[src/rtl/alu_arbiter.sv]
// alu_arbiter: shares one combinational ALU between two requesters.
//
// Each cycle at most one request is accepted. The chosen operands and command
// go through the ALU. The result is registered, tagged with the requester ID,
// into a one-entry output buffer.
//
// Build option: ALU_ARB_RR_EN
//   defined   -> round-robin tie-break; the port not granted last time wins.
//   undefined -> fixed priority; port 0 always wins a tie.
//
// Ports:
//   clk                      rising-edge clock
//   rst                      synchronous, active-low reset
//   req0_valid/cmd/a/b/ready port 0 request handshake
//   req1_valid/cmd/a/b/ready port 1 request handshake
//   res_valid/id/data/err    registered result and its tag
//   res_ready                consumer takes the result
//
// Handshake rules:
//   - A transfer happens on a clock edge when valid and ready are both high.
//   - reqN_ready may depend on both reqN_valid inputs and on res_ready, all
//     combinationally.
//   - A requester whose ready is low must hold its request stable.
//   - res_valid and res_data never depend combinationally on res_ready.

// Single-cycle combinational ALU. An illegal command yields 0 and flags it.
module alu #(
    parameter int WIDTH = 32
) (
    input  logic [3:0]       cmd,
    input  logic [WIDTH-1:0] a,
    input  logic [WIDTH-1:0] b,
    output logic [WIDTH-1:0] y,
    output logic             illegal
);
    always_comb begin
        y       = '0;
        illegal = 1'b0;
        case (cmd)
            4'b0000: y = a + b;
            4'b0010: y = a - b;
            4'b0100: y = a & b;
            4'b0101: y = a | b;
            4'b0110: y = ~(a | b);
            4'b0111: y = a ^ b;
            // Shift by the full b. Oversized amounts give 0, or a full sign
            // fill for SRA.
            4'b1000: y = a << b;
            4'b1001: y = $signed(a) >>> b;
            4'b1010: y = a >> b;
            default: illegal = 1'b1;
        endcase
    end
endmodule

module alu_arbiter #(
    parameter int WIDTH = 32
) (
    input  logic             clk,
    input  logic             rst,
    input  logic             req0_valid,
    input  logic [3:0]       req0_cmd,
    input  logic [WIDTH-1:0] req0_a,
    input  logic [WIDTH-1:0] req0_b,
    output logic             req0_ready,
    input  logic             req1_valid,
    input  logic [3:0]       req1_cmd,
    input  logic [WIDTH-1:0] req1_a,
    input  logic [WIDTH-1:0] req1_b,
    output logic             req1_ready,
    output logic             res_valid,
    output logic             res_id,
    output logic [WIDTH-1:0] res_data,
    output logic             res_err,
    input  logic             res_ready
);
    typedef enum logic {
        EMPTY = 1'b0,
        FULL  = 1'b1
    } buf_state_t;

    buf_state_t state, state_next;

    logic             any_valid;
    logic             grant;
    logic             can_accept;
    logic             accept;
    logic [3:0]       alu_cmd;
    logic [WIDTH-1:0] alu_a;
    logic [WIDTH-1:0] alu_b;
    logic [WIDTH-1:0] alu_y;
    logic             alu_illegal;

`ifdef ALU_ARB_RR_EN
    // Port granted at the most recent acceptance. Resets to 1 so that
    // port 0 wins the first tie.
    logic last;
`endif

    assign any_valid = req0_valid | req1_valid;

    always_comb begin
        grant = 1'b0;
        if (req0_valid && req1_valid) begin
`ifdef ALU_ARB_RR_EN
            grant = ~last;
`else
            grant = 1'b0;
`endif
        end else if (req1_valid) begin
            grant = 1'b1;
        end
    end

    // A full buffer that drains this edge can take a new result at the same
    // edge. Readies are held low while reset is asserted.
    assign can_accept = rst & ((state == EMPTY) | res_ready);
    assign accept     = can_accept & any_valid;
    assign req0_ready = can_accept & any_valid & ~grant;
    assign req1_ready = can_accept & any_valid & grant;

    // Idle ALU inputs are forced to zero, so a port that does not win does
    // not toggle the ALU.
    always_comb begin
        alu_cmd = 4'b0000;
        alu_a   = '0;
        alu_b   = '0;
        if (any_valid) begin
            if (grant) begin
                alu_cmd = req1_cmd;
                alu_a   = req1_a;
                alu_b   = req1_b;
            end else begin
                alu_cmd = req0_cmd;
                alu_a   = req0_a;
                alu_b   = req0_b;
            end
        end
    end

    alu #(.WIDTH(WIDTH)) u_alu (
        .cmd     (alu_cmd),
        .a       (alu_a),
        .b       (alu_b),
        .y       (alu_y),
        .illegal (alu_illegal)
    );

    // Output buffer FSM.
    always_ff @(posedge clk) begin
        if (!rst) begin
            state <= EMPTY;
        end else begin
            state <= state_next;
        end
    end

    always_comb begin
        state_next = state;
        case (state)
            EMPTY: begin
                if (accept) state_next = FULL;
            end
            FULL: begin
                if (accept)         state_next = FULL;
                else if (res_ready) state_next = EMPTY;
            end
            default: state_next = EMPTY;
        endcase
    end

    assign res_valid = (state == FULL);

    // The result fields change only on acceptance. A drain with no new
    // acceptance leaves them unchanged.
    always_ff @(posedge clk) begin
        if (!rst) begin
            res_data <= '0;
            res_id   <= 1'b0;
            res_err  <= 1'b0;
        end else if (accept) begin
            res_data <= alu_y;
            res_id   <= grant;
            res_err  <= alu_illegal;
        end
    end

`ifdef ALU_ARB_RR_EN
    always_ff @(posedge clk) begin
        if (!rst) begin
            last <= 1'b1;
        end else if (accept) begin
            last <= grant;
        end
    end
`endif

endmodule

[config.mk]
export PLATFORM = sky130hd
export DESIGN_NAME = alu_arbiter
export DESIGN_NICKNAME = d
export VERILOG_FILES = /design/src/rtl/alu_arbiter.sv
export SDC_FILE = /design/constraint.sdc
export NUM_CORES = 1
export LEC_CHECK = 0
export ABC_AREA = 1
export ABC_CLOCK_PERIOD_IN_PS = 6100
export BUFFER_PORTS_ARGS = -buffer_cell sky130_fd_sc_hd__clkbuf_2
export CAP_MARGIN = 15
export CORE_ASPECT_RATIO = 1.2
export CORE_MARGIN = 1
export CORE_UTILIZATION = 40
export CTS_BUF_LIST = sky130_fd_sc_hd__clkbuf_4 sky130_fd_sc_hd__clkbuf_8
export DETAILED_ROUTE_END_ITERATION = 8
export GPL_ROUTABILITY_DRIVEN = 0
export SLEW_MARGIN = 20
export SYNTH_ARGS = -nofsm -noshare
export SYNTH_HDL_FRONTEND = slang
export SYNTH_SLANG_ARGS = --single-unit
[constraint.sdc]
create_clock -name clk -period 6.1 [get_ports clk]
set_input_delay 0.61 -clock clk [delete_from_list [all_inputs] [get_ports clk]]
set_output_delay 0.61 -clock clk [all_outputs]
set_load 0.05 [all_outputs]
==> results of run 1 <==
## synth_stat cells, drive strengths merged, types with 10 or more instances
| library cell | n | area, µm² |
|---|---|---|
| nand4 | 43 | 309 |
| nor2 | 149 | 622 |
| nor3 | 10 | 55.1 |
| nand2 | 747 | 2850 |
| inv | 222 | 833 |
| xor2 | 37 | 324 |
| o21ai | 100 | 504 |
| nand3 | 332 | 1700 |
| buf | 43 | 302 |
| ha | 94 | 1180 |
| o22ai | 41 | 302 |
| a21oi | 118 | 594 |
| a221oi | 22 | 193 |
| dfxtp | 35 | 701 |
| clkbuf | 69 | 259 |
## where the power goes
part           leakage (nW)  internal (mW)  switching, mW
Clock                0.0470         0.0886         0.0819
Sequential            0.285          0.246         0.0107
Combinational          6.32          0.409          0.986
Total                  6.65          0.744           1.08
## logic make-up after synthesis
family,share of synthesized area
xor+xnor,0.0304
fa+ha+maj,0.107
compound gates,0.172
simple gates,0.502
flops,0.0624
buf+inv,0.127
## through the flow
step / worst slack, ns / power (mW)
5_1_grt: 0.640 / 1.95
6_report: 0.731 / 1.82
3_3_place_gp: 0.717 / 1.59
3_5_place_dp: 0.720 / 1.59
2_1_floorplan: 1.28 / 1.18
4_1_cts: 1.01 / 1.77
## area by class of cell
cell class,count,area [µm²]
Fill cell,3104,14900
Multi-Input combinational cell,1752,9150
Timing Repair Buffer,217,1200
Inverter,229,860
Sequential cell,35,701
Tap cell,374,468
Clock buffer,6,82.6
Clock inverter,1,5.00
## routing by layer
layer  vias to the layer above  track usage  share of wire
met3                       261       0.0671           0.10
met5                         -            0        0.00022
met2                      1006        0.607           0.45
li1                       7260            -              -
met4                         2        0.290          0.091
met1                      6866        0.418           0.36
## critical path: stages
cell      delay, ns
clkbuf_2       0.09
inv_2          0.09
nand2_4        0.28
o22ai_1        0.54
inv_1          0.09
nor2_1         0.31
buf_4          0.31
nor2_1         0.09
xor2_1         0.15
ha_1           0.37
nand2_1        0.06
o21ai_0        0.63
a21oi_1        0.29
inv_1          0.17
nand2_1        0.06
nand2_1        0.12
a21boi_0       0.12
xor2_1         0.15
o21ai_0        0.56
nor2_1         0.15
nand3_1        0.12
nand2_1        0.06
a21oi_1        0.12
## sequential cells by signal, summed over array words and instances (netlist names)
signal	count
res_data	32
res_err	1
res_id	1
res_valid	1
## final timing paths
check             slack, ns    startpoint           end  depth (start not counted)
hold reg to reg        0.47  res_data[10]  res_data[10]                          2
setup reg to reg       3.80     res_valid        res_id                          7
setup / recovery       0.73    req0_valid  res_data[19]                         23
hold / removal         0.47  res_data[10]  res_data[10]                          2
==> flow_metrics.env, run 1 <==
export IMPL_p_per_area_nw_per_um2=146
export IMPL_hold_viol=0
export IMPL_ys_ff_latch=35
export IMPL_synthFlopType="dfxtp_1"
export IMPL_ant_nets=0
export IMPL_drc_errors=0
export IMPL_fin_crit_sh=0.880
export IMPL_peakVddDrop_mv=0.103
export IMPL_min_path_type="flop to flop"
export IMPL_fin_area_um2=12500
export IMPL_die_area_um2=28700
export IMPL_cts_max_path_buffers=2
export IMPL_dr_first_iter_drc_count=1980
export IMPL_route_vias_total=15395
export IMPL_numCtsBuffers=5
export IMPL_post_dp_hpwl_um=41500
export IMPL_place_area_um2=12400
export IMPL_insertion_delay_ns=0.28
export IMPL_drive_gt1_frac=0.138
export IMPL_initial_utilization=0.411
export IMPL_synth_edf_count=0
export IMPL_grt_pass1_wl_um=80400
export IMPL_netlist_area_um2=11200
export IMPL_grt_ovfl_total=0
export IMPL_syn_to_final_growth_pct=11.0
export IMPL_htreeDepth=2
export IMPL_final_hold_worst_slack_ns=0.468
export IMPL_cts_hold_buf=0
export IMPL_max_freq_ghz=0.186
export IMPL_dr_pass1_iters=6
export IMPL_worstPathArrival_ns=5.56
export IMPL_fin_cells=2614
export IMPL_worst_pin_slew_ns=1.20
export IMPL_grt_setup_unrepaired="false"
export IMPL_postCtsSetupBuffers=0
export IMPL_cp_end_kind="flop"
export IMPL_antenna_cells=0
export IMPL_antenna_found_initial=1
export IMPL_layout_min_cycle_time_ns=5.37
export IMPL_tns_ns=0
export IMPL_track_usage=0.367
export IMPL_critPathKind="primary input to flop"
export IMPL_wire_per_inst_um=20.5
export IMPL_power_leakage_nw=6.65
export IMPL_core_area_um2=27300
export IMPL_wirelength_um=53700
export IMPL_die_h_um=185
export IMPL_io_pins=178
export IMPL_startpoint_type="primary input"
export IMPL_port_buffers=177
export IMPL_drv_slew=0
export IMPL_avgSynthCellArea_um2=5.27
export IMPL_cts_root_buf="clkbuf_8"
export IMPL_fin_util=0.456
export IMPL_clock_skew_ns=0.00414
export IMPL_yosys_warnings=0
export IMPL_crit_required_ns=6.29
export IMPL_syn_nets=2364
export IMPL_grt_pass1_vias=14018
export IMPL_viasPerCell=5.89
export IMPL_clock_sinks=35
export IMPL_setup_viol=0
export IMPL_cts_repair_resize_count=0
export IMPL_ys_seq_area_frac=0.0624
export IMPL_final_common_cell="nand2_1"
export IMPL_cap_violations=0
export IMPL_relSlewSlack=0.201
export IMPL_rows=66
export IMPL_finalNetCount=2476
export IMPL_synthDistinctLibCells=59
export IMPL_status="finished, final reports clean"
export IMPL_cts_tree="done"
export IMPL_grt_max_degree=81
export IMPL_dp_cells=2607
export IMPL_crit_fanout=38
export IMPL_cts_clk_slew_worst_paths_ns=0.07
export IMPL_final_cell_mix="nand2_1, nand3_1, inv_1"
export IMPL_synth_cells=2128
export IMPL_async_flop_share=0
export IMPL_die_w_um=155
No activity file was read; power rests on OpenSTA's default activity.
==> inputs of run 2 (changes only) <==
--- a/config.mk
+++ b/config.mk
@@ -11,7 +11,7 @@
 export CAP_MARGIN = 15
 export CORE_ASPECT_RATIO = 1.2
 export CORE_MARGIN = 1
-export CORE_UTILIZATION = 40
+export CORE_UTILIZATION = 30
 export CTS_BUF_LIST = sky130_fd_sc_hd__clkbuf_4 sky130_fd_sc_hd__clkbuf_8
 export DETAILED_ROUTE_END_ITERATION = 8
 export GPL_ROUTABILITY_DRIVEN = 0
==> run 2 against run 1 <==
Compared with the run above: clock power increased by 28%; largest cell class unchanged; via count up 2.6%; sequential cell count stayed put; critical path depth rose by 4; final cell count rose by 4.1%; global-route usage shrank 6.2 points; worst setup slack worse by 0.39 ns; total power up 5.5%; wire length up 9.8%; critical path type unchanged; core utilization shrank 11 points; sequential share of layout area down 0.077 points; largest power group unchanged.
==> flow_metrics.env, run 2 (synthesized netlist as in run 1, its figures left out) <==
export IMPL_status="finished, final reports clean"
export IMPL_final_cell_mix="nand2_1, nand3_1, inv_1"
export IMPL_worstPathArrival_ns=5.90
export IMPL_cts_clk_slew_worst_paths_ns=0.07
export IMPL_htreeDepth=2
export IMPL_largest_reg_flops=32
export IMPL_critPathKind="primary input to flop"
export IMPL_cts_repair_resize_count=0
export IMPL_max_freq_ghz=0.174
export IMPL_r2r_cells=7
export IMPL_die_w_um=179
export IMPL_startpoint_type="primary input"
export IMPL_insertion_delay_ns=0.28
export IMPL_tns_ns=0
export IMPL_drive_gt1_frac=0.140
export IMPL_cts_hold_buf=0
export IMPL_relSlewSlack=0.153
export IMPL_setup_viol=0
export IMPL_fin_crit_sh=0.945
export IMPL_dr_pass1_iters=9
export IMPL_critical_path_slowest_cell="o31ai_1"
export IMPL_p_total_mw=1.92
export IMPL_grt_pass1_vias=14658
export IMPL_min_delay_start="res_data[21]"
export IMPL_r2r_end="res_id"
export IMPL_whs_path_depth=2
export IMPL_grt_max_degree=81
export IMPL_drv_slew=0
export IMPL_die_h_um=214
export IMPL_numCtsBuffers=5
export IMPL_route_vias_total=15793
export IMPL_seqCellArea_um2=701
export IMPL_port_buffers=177
export IMPL_n_fill_cell=4204
export IMPL_grt_pass1_wl_um=87000
export IMPL_rrSetupSlack_ns=3.70
export IMPL_p_per_area_nw_per_um2=152
export IMPL_cts_max_path_buffers=2
export IMPL_io_pins=178
export IMPL_grt_setup_unrepaired="false"
export IMPL_worst_pin_slew_ns=1.27
export IMPL_post_dp_hpwl_um=43900
export IMPL_grt_ovfl_total=0
export IMPL_r2r_start="res_valid"
export IMPL_fin_cells=2720
export IMPL_top_register="res_data"
export IMPL_final_common_cell="nand2_1"
export IMPL_multi_input_area_um2=9160
export IMPL_dr_first_iter_drc_count=2387
export IMPL_crit_path_max_incr_delay_ns=0.51
export IMPL_viasPerCell=5.81
export IMPL_hold_viol=0
export IMPL_antenna_found_initial=7
export IMPL_track_usage=0.305
export IMPL_wirelength_um=58900
export IMPL_min_path_type="flop to flop"
export IMPL_cap_violations=0
export IMPL_crit_required_ns=6.23
export IMPL_syn_to_final_growth_pct=12.6
export IMPL_crit_top_cell="nand2_1"
export IMPL_cp_end_kind="flop"
export IMPL_cts_tree="done"
export IMPL_rows=77
export IMPL_dp_cells=2707
export IMPL_clock_skew_ns=0.00328
export IMPL_core_area_um2=36900
export IMPL_ant_nets=0
export IMPL_die_area_um2=38200
export IMPL_drc_errors=0
export IMPL_layout_min_cycle_time_ns=5.76
export IMPL_cts_root_buf="clkbuf_8"
export IMPL_whs_endpoint="res_data[21]"
export IMPL_wire_per_inst_um=21.7
export IMPL_initial_utilization=0.304
export IMPL_peakVddDrop_mv=0.0765
export IMPL_finalNetCount=2480
export IMPL_power_leakage_nw=6.68
export IMPL_clock_sinks=35
export IMPL_crit_fanout=28
export IMPL_postCtsSetupBuffers=0
## run 2: changes by cell type in the layout (fill, tap and decap cells not counted)
cell / previous run / this run
diode_2: 0 / 1
a221oi_2: 0 / 1
buf_4: 39 / 41
a221oi_1: 22 / 21
buf_12: 1 / 0
buf_2: 0 / 3
bufinv_16: 0 / 1
## run 2: layout make-up
class,instances,area share
clock buffers,6,0.00653
repair buffers,221,0.0956
multi-input cells,1752,0.724
flip-flops and latches,35,0.0554
inverters,229,0.0680
diodes,1,0.000198
clock inverters,2,0.00277
well taps,474,0.0469
## run 2: worst max-delay path by stage
stage          startpoint      endpoint  slack, ns  depth (start not counted)
2_1_floorplan  req0_valid  res_data[29]       1.28                         30
3_5_place_dp   req0_valid  res_data[30]       0.55                         28
4_1_cts        req0_valid  res_data[31]       0.84                         27
3_3_place_gp   req0_valid  res_data[30]       0.62                         28
5_1_grt        req0_valid  res_data[31]       0.09                         27
6_report       req0_valid  res_data[31]       0.34                         27
## run 2: metal layers
metal  up-vias  GRT usage  routed length (µm)
li1       7275          -                   -
met1      7104      0.342               20600
met2      1092      0.486               25700
met3       310     0.0892                7070
met4        12      0.236                5500
met5         -          0                  70
## run 2: worst max-delay path: cells and delay by family
family | cells | cell delay [ns]
AO/OA/AOI/OAI | 4 | 0.86
XOR/XNOR | 1 | 0.17
adder cells (fa/ha/maj) | 1 | 0.38
buffers and inverters | 5 | 1.06
AND/OR/NAND/NOR | 16 | 2.83
## run 2: through the flow
step           hold slack [ns]  utilization  instance area, µm²  worst slack, ns
3_3_place_gp             0.456        0.338               12500            0.623
3_5_place_dp             0.458        0.338               12500            0.546
5_1_grt                  0.490        0.342               12600           0.0932
6_report                 0.465        0.342               12600            0.338
2_1_floorplan            0.690            -               11200             1.28
4_1_cts                  0.469        0.342               12600            0.841
## run 2: power by group
group / internal [mW] / switching (mW) / leakage [nW]
clock network: 0.132 / 0.0851 / 0.0612
registers: 0.246 / 0.0114 / 0.285
logic: 0.413 / 1.03 / 6.33
